$ cat config.mk
export PLATFORM = sky130hd
export DESIGN_NAME = divider_iterative
export DESIGN_NICKNAME = d
export VERILOG_FILES = /design/src/rtl/rv32m_pkg.sv /design/src/rtl/div_step.sv /design/src/rtl/divider_iterative.sv
export SDC_FILE = /design/constraint.sdc
export NUM_CORES = 1
export LEC_CHECK = 0
export BUFFER_PORTS_ARGS = -buffer_cell sky130_fd_sc_hd__buf_4
export CAP_MARGIN = 20
export CORE_UTILIZATION = 31
export CTS_CLUSTER_SIZE = 10
export DETAILED_ROUTE_END_ITERATION = 6
export MAX_ROUTING_LAYER = met4
export SKIP_LAST_GASP = 1
export SYNTH_ARGS = -nofsm -noshare
export SYNTH_HDL_FRONTEND = slang
export SYNTH_SLANG_ARGS = --single-unit
$ cat constraint.sdc
create_clock -name clk -period 9.2 [get_ports clk]
set_clock_uncertainty 0.2 [all_clocks]
set_input_delay 2.3 -clock clk [delete_from_list [all_inputs] [get_ports clk]]
set_output_delay 2.3 -clock clk [all_outputs]
set_load 0.01 [all_outputs]
$ cat src/rtl/rv32m_pkg.sv
// Shared RV32M definitions for the execute-stage multiply/divide units.
// Holds divider opcodes, FSM state type and RISC-V special-case result constants.
package rv32m_pkg;

  localparam logic [1:0] DIV  = 2'b00;
  localparam logic [1:0] DIVU = 2'b01;
  localparam logic [1:0] REM  = 2'b10;
  localparam logic [1:0] REMU = 2'b11;

  typedef enum logic [1:0] {
    IDLE,
    CALC,
    FINISH
  } div_state_t;

  localparam logic [31:0] DIV_BY_ZERO_Q = 32'hFFFFFFFF;
  localparam logic [31:0] INT_MIN       = 32'h80000000;

endpackage

$ cat src/rtl/div_step.sv
// One radix-2 restoring division iteration, purely combinational.
// Shifts {rem,quo} left by one and subtracts the divisor when it fits.
module div_step #(
  parameter int unsigned XLEN = 32
) (
  input  logic [XLEN:0]   rem,
  input  logic [XLEN-1:0] quo,
  input  logic [XLEN-1:0] divisor,
  output logic [XLEN:0]   rem_next,
  output logic [XLEN-1:0] quo_next
);

  logic [XLEN:0] rem_shift;
  logic [XLEN:0] divisor_ext;
  logic [XLEN:0] diff;
  logic          fits;

  always_comb begin
    rem_shift   = {rem[XLEN-1:0], quo[XLEN-1]};
    divisor_ext = {1'b0, divisor};
    diff        = rem_shift - divisor_ext;
    fits        = (rem_shift >= divisor_ext);
    rem_next    = fits ? diff : rem_shift;
    quo_next    = {quo[XLEN-2:0], fits};
  end

endmodule

$ cat src/rtl/divider_iterative.sv
// Iterative restoring divider for RV32M DIV/DIVU/REM/REMU with start/done/busy handshake.
// Normal ops take 33 cycles; divide-by-zero and signed overflow finish in one.
module divider_iterative
  import rv32m_pkg::*;
#(
  parameter int unsigned XLEN = 32
) (
  input  logic            clk,
  input  logic            rst,
  input  logic            start_div,
  input  logic [1:0]      div_opcode,
  input  logic [XLEN-1:0] operand1,
  input  logic [XLEN-1:0] operand2,
  output logic [XLEN-1:0] result_divide,
  output logic            done,
  output logic            div_use
);

  localparam int unsigned CntW = $clog2(XLEN) + 1;

  div_state_t      state_q, state_d;
  logic [1:0]      opcode_q, opcode_d;
  logic            signed_q, signed_d;
  logic            div_neg_q, div_neg_d;
  logic            special_q, special_d;
  logic [XLEN-1:0] dividend_q, dividend_d;
  logic [XLEN-1:0] divisor_q, divisor_d;
  logic [XLEN:0]   rem_q, rem_d;
  logic [XLEN-1:0] quo_q, quo_d;
  logic [CntW-1:0] cnt_q, cnt_d;
  logic [XLEN-1:0] result_q, result_d;
  logic            done_q, done_d;
  logic            busy_q, busy_d;

  logic [XLEN:0]   step_rem;
  logic [XLEN-1:0] step_quo;

  div_step #(
    .XLEN (XLEN)
  ) u_div_step (
    .rem      (rem_q),
    .quo      (quo_q),
    .divisor  (divisor_q),
    .rem_next (step_rem),
    .quo_next (step_quo)
  );

  logic            in_signed;
  logic            in_neg1;
  logic            in_neg2;
  logic [XLEN-1:0] in_abs1;
  logic [XLEN-1:0] in_abs2;
  logic            in_zero;
  logic            in_ovf;
  logic            dvd_neg;
  logic [XLEN-1:0] quo_fix;
  logic [XLEN-1:0] rem_fix;

  always_comb begin
    // |INT_MIN| wraps to itself, which is the correct unsigned magnitude.
    in_signed = ~div_opcode[0];
    in_neg1   = in_signed & operand1[XLEN-1];
    in_neg2   = in_signed & operand2[XLEN-1];
    in_abs1   = in_neg1 ? -operand1 : operand1;
    in_abs2   = in_neg2 ? -operand2 : operand2;
    in_zero   = (operand2 == '0);
    in_ovf    = in_signed && (operand1 == XLEN'(INT_MIN)) && (operand2 == '1);

    dvd_neg   = signed_q & dividend_q[XLEN-1];
    if (special_q) begin
      quo_fix = (divisor_q == '0) ? XLEN'(DIV_BY_ZERO_Q) : XLEN'(INT_MIN);
      rem_fix = (divisor_q == '0) ? dividend_q : '0;
    end else begin
      quo_fix = (dvd_neg ^ div_neg_q) ? -quo_q : quo_q;
      rem_fix = dvd_neg ? -rem_q[XLEN-1:0] : rem_q[XLEN-1:0];
    end
  end

  always_comb begin
    state_d    = state_q;
    opcode_d   = opcode_q;
    signed_d   = signed_q;
    div_neg_d  = div_neg_q;
    special_d  = special_q;
    dividend_d = dividend_q;
    divisor_d  = divisor_q;
    rem_d      = rem_q;
    quo_d      = quo_q;
    cnt_d      = cnt_q;
    result_d   = result_q;
    done_d     = 1'b0;
    busy_d     = busy_q;

    unique case (state_q)
      IDLE: begin
        if (start_div) begin
          opcode_d   = div_opcode;
          signed_d   = in_signed;
          div_neg_d  = in_neg2;
          special_d  = in_zero | in_ovf;
          dividend_d = operand1;
          divisor_d  = in_abs2;
          quo_d      = in_abs1;
          rem_d      = '0;
          cnt_d      = '0;
          busy_d     = 1'b1;
          state_d    = (in_zero | in_ovf) ? FINISH : CALC;
        end
      end
      CALC: begin
        rem_d = step_rem;
        quo_d = step_quo;
        cnt_d = cnt_q + 1'b1;
        if (cnt_q == CntW'(XLEN - 1)) begin
          state_d = FINISH;
        end
      end
      FINISH: begin
        result_d = opcode_q[1] ? rem_fix : quo_fix;
        done_d   = 1'b1;
        busy_d   = 1'b0;
        state_d  = IDLE;
      end
      default: state_d = IDLE;
    endcase
  end

  always_ff @(posedge clk or posedge rst) begin
    if (rst) begin
      state_q    <= IDLE;
      opcode_q   <= '0;
      signed_q   <= 1'b0;
      div_neg_q  <= 1'b0;
      special_q  <= 1'b0;
      dividend_q <= '0;
      divisor_q  <= '0;
      rem_q      <= '0;
      quo_q      <= '0;
      cnt_q      <= '0;
      result_q   <= '0;
      done_q     <= 1'b0;
      busy_q     <= 1'b0;
    end else begin
      state_q    <= state_d;
      opcode_q   <= opcode_d;
      signed_q   <= signed_d;
      div_neg_q  <= div_neg_d;
      special_q  <= special_d;
      dividend_q <= dividend_d;
      divisor_q  <= divisor_d;
      rem_q      <= rem_d;
      quo_q      <= quo_d;
      cnt_q      <= cnt_d;
      result_q   <= result_d;
      done_q     <= done_d;
      busy_q     <= busy_d;
    end
  end

  assign result_divide = result_q;
  assign done          = done_q;
  assign div_use       = busy_q;

endmodule

==> summary.txt <==
STA
  • Maximum frequency from static timing analysis: 207 MHz
  • Crit path time final: 4.82 ns
  • Final number of max-transition violations: 0
  • Worst hold slack: 0.270 ns
  • Setup TNS Final: 0 ns
  • Total count of hold-check failures in the final report: 0
  • Period utilisation layout: 52.4%
  • Final setup violation count: 0
  • Slew margin rel.: 27.8%
  • Slew at the pin closest to its max-slew limit: 1.08 ns
  • Unrepaired setup endpoints after global routing: false

Setup path
  • Setup slack on the worst flop-to-flop path: 5.21 ns
  • Required @ worst endpoint: 9.30 ns
  • Kind of end point of the critical path: flop
  • Sum of buffers and inverters on the critical path: 1
  • Data arrival time of the critical path: 4.92 ns
  • Critical path cell sequence: buf_4 -> nor4_1 -> or3b_1 -> nor3_2 -> nand2_1 -> nor3_1 -> a21oi_1 -> xnor2_1 -> o21ai_0
  • Worst-path fanout max: 6
  • Worst stage delay on the critical path: 0.50 ns
  • Setup Crit Path Kind: in2reg
  • Startpoint of the lowest-slack register-to-register path: quo_q[31]$_DFFE_PP0P_
  • Sort of element at the start of the critical path: input pin
  • Worst flop-to-flop path endpoint: rem_q[26]$_DFFE_PP0P_
  • FF-to-FF path depth: 13
  • Dominant delay contributor by cell family on the critical path: simple AND/OR/NAND/NOR gates
  • Slowest stage cell, crit path: sky130_fd_sc_hd__nor4_1

Yosys
  • Post-Synthesis Mean Instance Area: 8.10 um2
  • Dominant combinational cell family by area after synthesis: compound AO/OA/AOI/OAI gates
  • Portion of netlist area occupied by mux cells: 2.00%
  • Basic-gate share of the synthesized area counting and, or, nand and nor cells: 19.5%
  • Number of instances in the synthesized netlist: 1487
  • Share of flip-flops with an asynchronous set or reset: 100%
  • Area share of the leading cell type in the synthesized netlist: 36.1%
  • Synthesized flop and latch total: 174
  • Seq/Total Area, Yosys: 36.1%
  • Synth Flop Type: sky130_fd_sc_hd__dfrtp_1
  • Synth unique cells: 66
  • Xor/xnor cell area share of the yosys netlist: 10.8%
  • Biggest area consumer among synthesized cells: sky130_fd_sc_hd__dfrtp_1
  • Number of nets in the synthesized netlist: 1595
  • Ys Warns: 0
  • Post-synthesis compound-gate area fraction: 23.0%
  • Synth Area in Adders: 4.11%
  • Number of enable flip-flop cells after synthesis: 0
  • Post-synthesis cell area: 12000 um2
  • Largest cells by area after synthesis: sky130_fd_sc_hd__dfrtp_1 36%, sky130_fd_sc_hd__nand2_1 7.3%, sky130_fd_sc_hd__xnor2_1 6.3%

Floorplan
  • Initial core utilization: 31.8%
  • Height of the chip: 199 um
  • DIE AREA: 39700 um2
  • Core Footprint: 37900 um2
  • Floorplan die width: 199 um
  • Total number of placement rows: 71
  • I/O pin count: 103

Hold path
  • Hold Path Sink: dividend_q[11]$_DFFE_PP0P_
  • Path class of the lowest-slack min-delay path: reg2reg
  • Hold Path Stages: 2
  • Startpoint of the lowest-slack hold path: dividend_q[11]$_DFFE_PP0P_

Power
  • Power Internal: 2.63 mW
  • Switching power summed over all nets: 2.25 mW
  • Register share of total power: 29.0%
  • Switching Fraction: 46.2%
  • Power per unit of standard cell area: 350 nW/um2
  • Share of total power in combinational logic: 54.7%
  • Leakage dissipation: 5.89 nW
  • VDD IR max: 0.000171 V
  • Power consumption: 4.88 mW
  • Clock network fraction of design power: 16.2%

Status
  • Outcome: finished clean

Layout
  • Post-route cell area: 13900 um2
  • Count of inserted antenna diode cells: 0
  • Fraction of layout instances using a drive strength above 1: 11.1%
  • Share of the core filled with cells in the final layout: 36.7%
  • Area overhead of the layout relative to synthesis: 15.7%
  • Number of nets at the end of the flow: 1651

Global route
  • Global-route wire length before repair: 59.4 mm
  • Total global routing track utilization: 19.8%
  • Antenna violations before repair: 0
  • Number of global-route vias before repair: 10600
  • Maximum number of pins on one net before global-route repair: 101
  • Overflow left after global routing: 0

CTS
  • Maximum buffer depth of the clock tree: 2
  • Post-CTS Setup Bufs: 0
  • Total CTS buffers: 17
  • Clock tree sinks: 174
  • Clock Latency Late Sink: 0.45 ns
  • Clock tree from TritonCTS: done
  • Clock transition at the registers of the reported paths: 0.07 ns
  • Cell chosen for the clock root: sky130_fd_sc_hd__clkbuf_16
  • H-Tree Level Count: 4
  • Hold-fix buffer count after cts: 0
  • PostCTS Resize Cnt: 0

Placement
  • Total of buffers placed on input and output ports: 102
  • Dpl cell area: 13300 um2
  • GPL Wtd Cong: 0.943
  • Half-perimeter wire length after placement: 26.8 mm

Detailed routing
  • Routed wire length per instance: 17.8 um
  • Number of nets with antenna violations after routing: 0
  • Total wire length after detailed routing: 36.9 mm
  • DRC violations left: 0
  • Iteration count of the initial detailed-routing pass: 5
  • Via density per instance: 5.40
  • Via Count: 11200
  • Number of DRC violations after detailed-routing iteration 0: 728

Job
  • Maximum Capacitance Violations: 0
## per-layer routing
metal / wire, um / vias up / track usage [%]
met5: 0 / - / -
met4: 977 / 0 / 6.64
li1: - / 5410 / -
met3: 1270 / 37 / 2.13
met1: 16800 / 5464 / 25.5
met2: 17800 / 245 / 32.2
## cells in the mapped netlist (12+ instances only)
master	n
sky130_fd_sc_hd__a22oi_1	23
sky130_fd_sc_hd__a21oi_1	97
sky130_fd_sc_hd__o21ai_0	145
sky130_fd_sc_hd__nand4_1	15
sky130_fd_sc_hd__o22ai_1	20
sky130_fd_sc_hd__a21o_1	12
sky130_fd_sc_hd__nor3_1	35
sky130_fd_sc_hd__nand2_1	234
sky130_fd_sc_hd__dfrtp_1	174
sky130_fd_sc_hd__o21ai_1	30
sky130_fd_sc_hd__clkbuf_1	71
sky130_fd_sc_hd__nor4_1	23
sky130_fd_sc_hd__a31oi_1	30
sky130_fd_sc_hd__xnor2_1	87
sky130_fd_sc_hd__xor2_1	62
sky130_fd_sc_hd__mux2i_1	23
sky130_fd_sc_hd__o211ai_1	14
sky130_fd_sc_hd__or3_1	15
sky130_fd_sc_hd__nor2_1	108
sky130_fd_sc_hd__a211o_1	14
sky130_fd_sc_hd__nand3_1	23
sky130_fd_sc_hd__inv_1	61
sky130_fd_sc_hd__o31ai_1	20
sky130_fd_sc_hd__ha_1	38
## how the worst max path moves through the flow
stage,start,cells past startpoint,endpoint,slack [ns]
global route,operand1[6],9,quo_q[27]$_DFFE_PP0P_,4.21
CTS,operand1[6],9,quo_q[27]$_DFFE_PP0P_,4.45
detailed placement,operand1[6],9,quo_q[27]$_DFFE_PP0P_,3.98
floorplan,rst,1,cnt_q[0]$_DFFE_PP0P_,1.98
finish,operand1[6],9,quo_q[27]$_DFFE_PP0P_,4.38
global placement,operand1[6],9,quo_q[27]$_DFFE_PP0P_,4.01
## stage by stage
step,setup WS (ns),std cells
3_3_place_gp,4.01,2035
5_1_grt,4.21,2067
3_5_place_dp,3.98,2035
4_1_cts,4.45,2067
6_report,4.38,2067
2_1_floorplan,1.98,1487
## cell usage in the layout (no fill, tap or decap), types with 17 or more instances in the layout
master and instances:
sky130_fd_sc_hd__o21ai_1 29, sky130_fd_sc_hd__xor2_1 62, sky130_fd_sc_hd__nand3_1 22, sky130_fd_sc_hd__nor4_1 23
sky130_fd_sc_hd__clkbuf_16 17, sky130_fd_sc_hd__dfrtp_1 174, sky130_fd_sc_hd__mux2i_1 23, sky130_fd_sc_hd__o31ai_1 20
sky130_fd_sc_hd__nor3_1 34, sky130_fd_sc_hd__inv_1 59, sky130_fd_sc_hd__ha_1 38, sky130_fd_sc_hd__nor2_1 105
sky130_fd_sc_hd__o21ai_0 145, sky130_fd_sc_hd__buf_4 115, sky130_fd_sc_hd__a31oi_1 30, sky130_fd_sc_hd__xnor2_1 87
sky130_fd_sc_hd__o22ai_1 20, sky130_fd_sc_hd__a21oi_1 97, sky130_fd_sc_hd__a22oi_1 23, sky130_fd_sc_hd__nand2_1 234
## final cells by class
class	instances	area (um2)
clock buffers	20	457
multi-input cells	1174	7210
well taps	511	639
repair buffers	115	863
fillers	3935	24000
clock inverters	12	173
inverters	61	234
flip-flops and latches	174	4350
## tightest hold or removal path: stages, from the launching register on
cell and delay (ns):
sky130_fd_sc_hd__dfrtp_1 0.34, sky130_fd_sc_hd__nand2_1 0.05, sky130_fd_sc_hd__nand2_1 0.05
## power groups by stage
stage	logic (mW)	clock network, mW	registers, mW
after CTS	2.67	0.800	1.42
after detailed placement	2.66	0	1.43
after floorplan	1.99	0	1.33
final	2.67	0.791	1.42
after global placement	2.62	0	1.42
after global routing	2.99	0.829	1.47
## sequential cells by signal, summed over array words and instances, names as in the netlist
register and flops:
dividend_q 32, result_divide 32, cnt_q 6, state_q 2, quo_q 32, divisor_q 32
done 1, opcode_q 1, special_q 1, div_neg_q 1, div_use 1, signed_q 1
rem_q 32
## cell families (layout without fill, tap and decap cells)
logic type | Yosys count | count (layout)
compound gates | 457 | 457
xor+xnor | 149 | 149
fa+ha+maj | 39 | 39
buf+inv | 139 | 208
flops | 174 | 174
mux | 24 | 24
simple gates | 505 | 505
No activity file was read; power rests on OpenSTA's default activity.
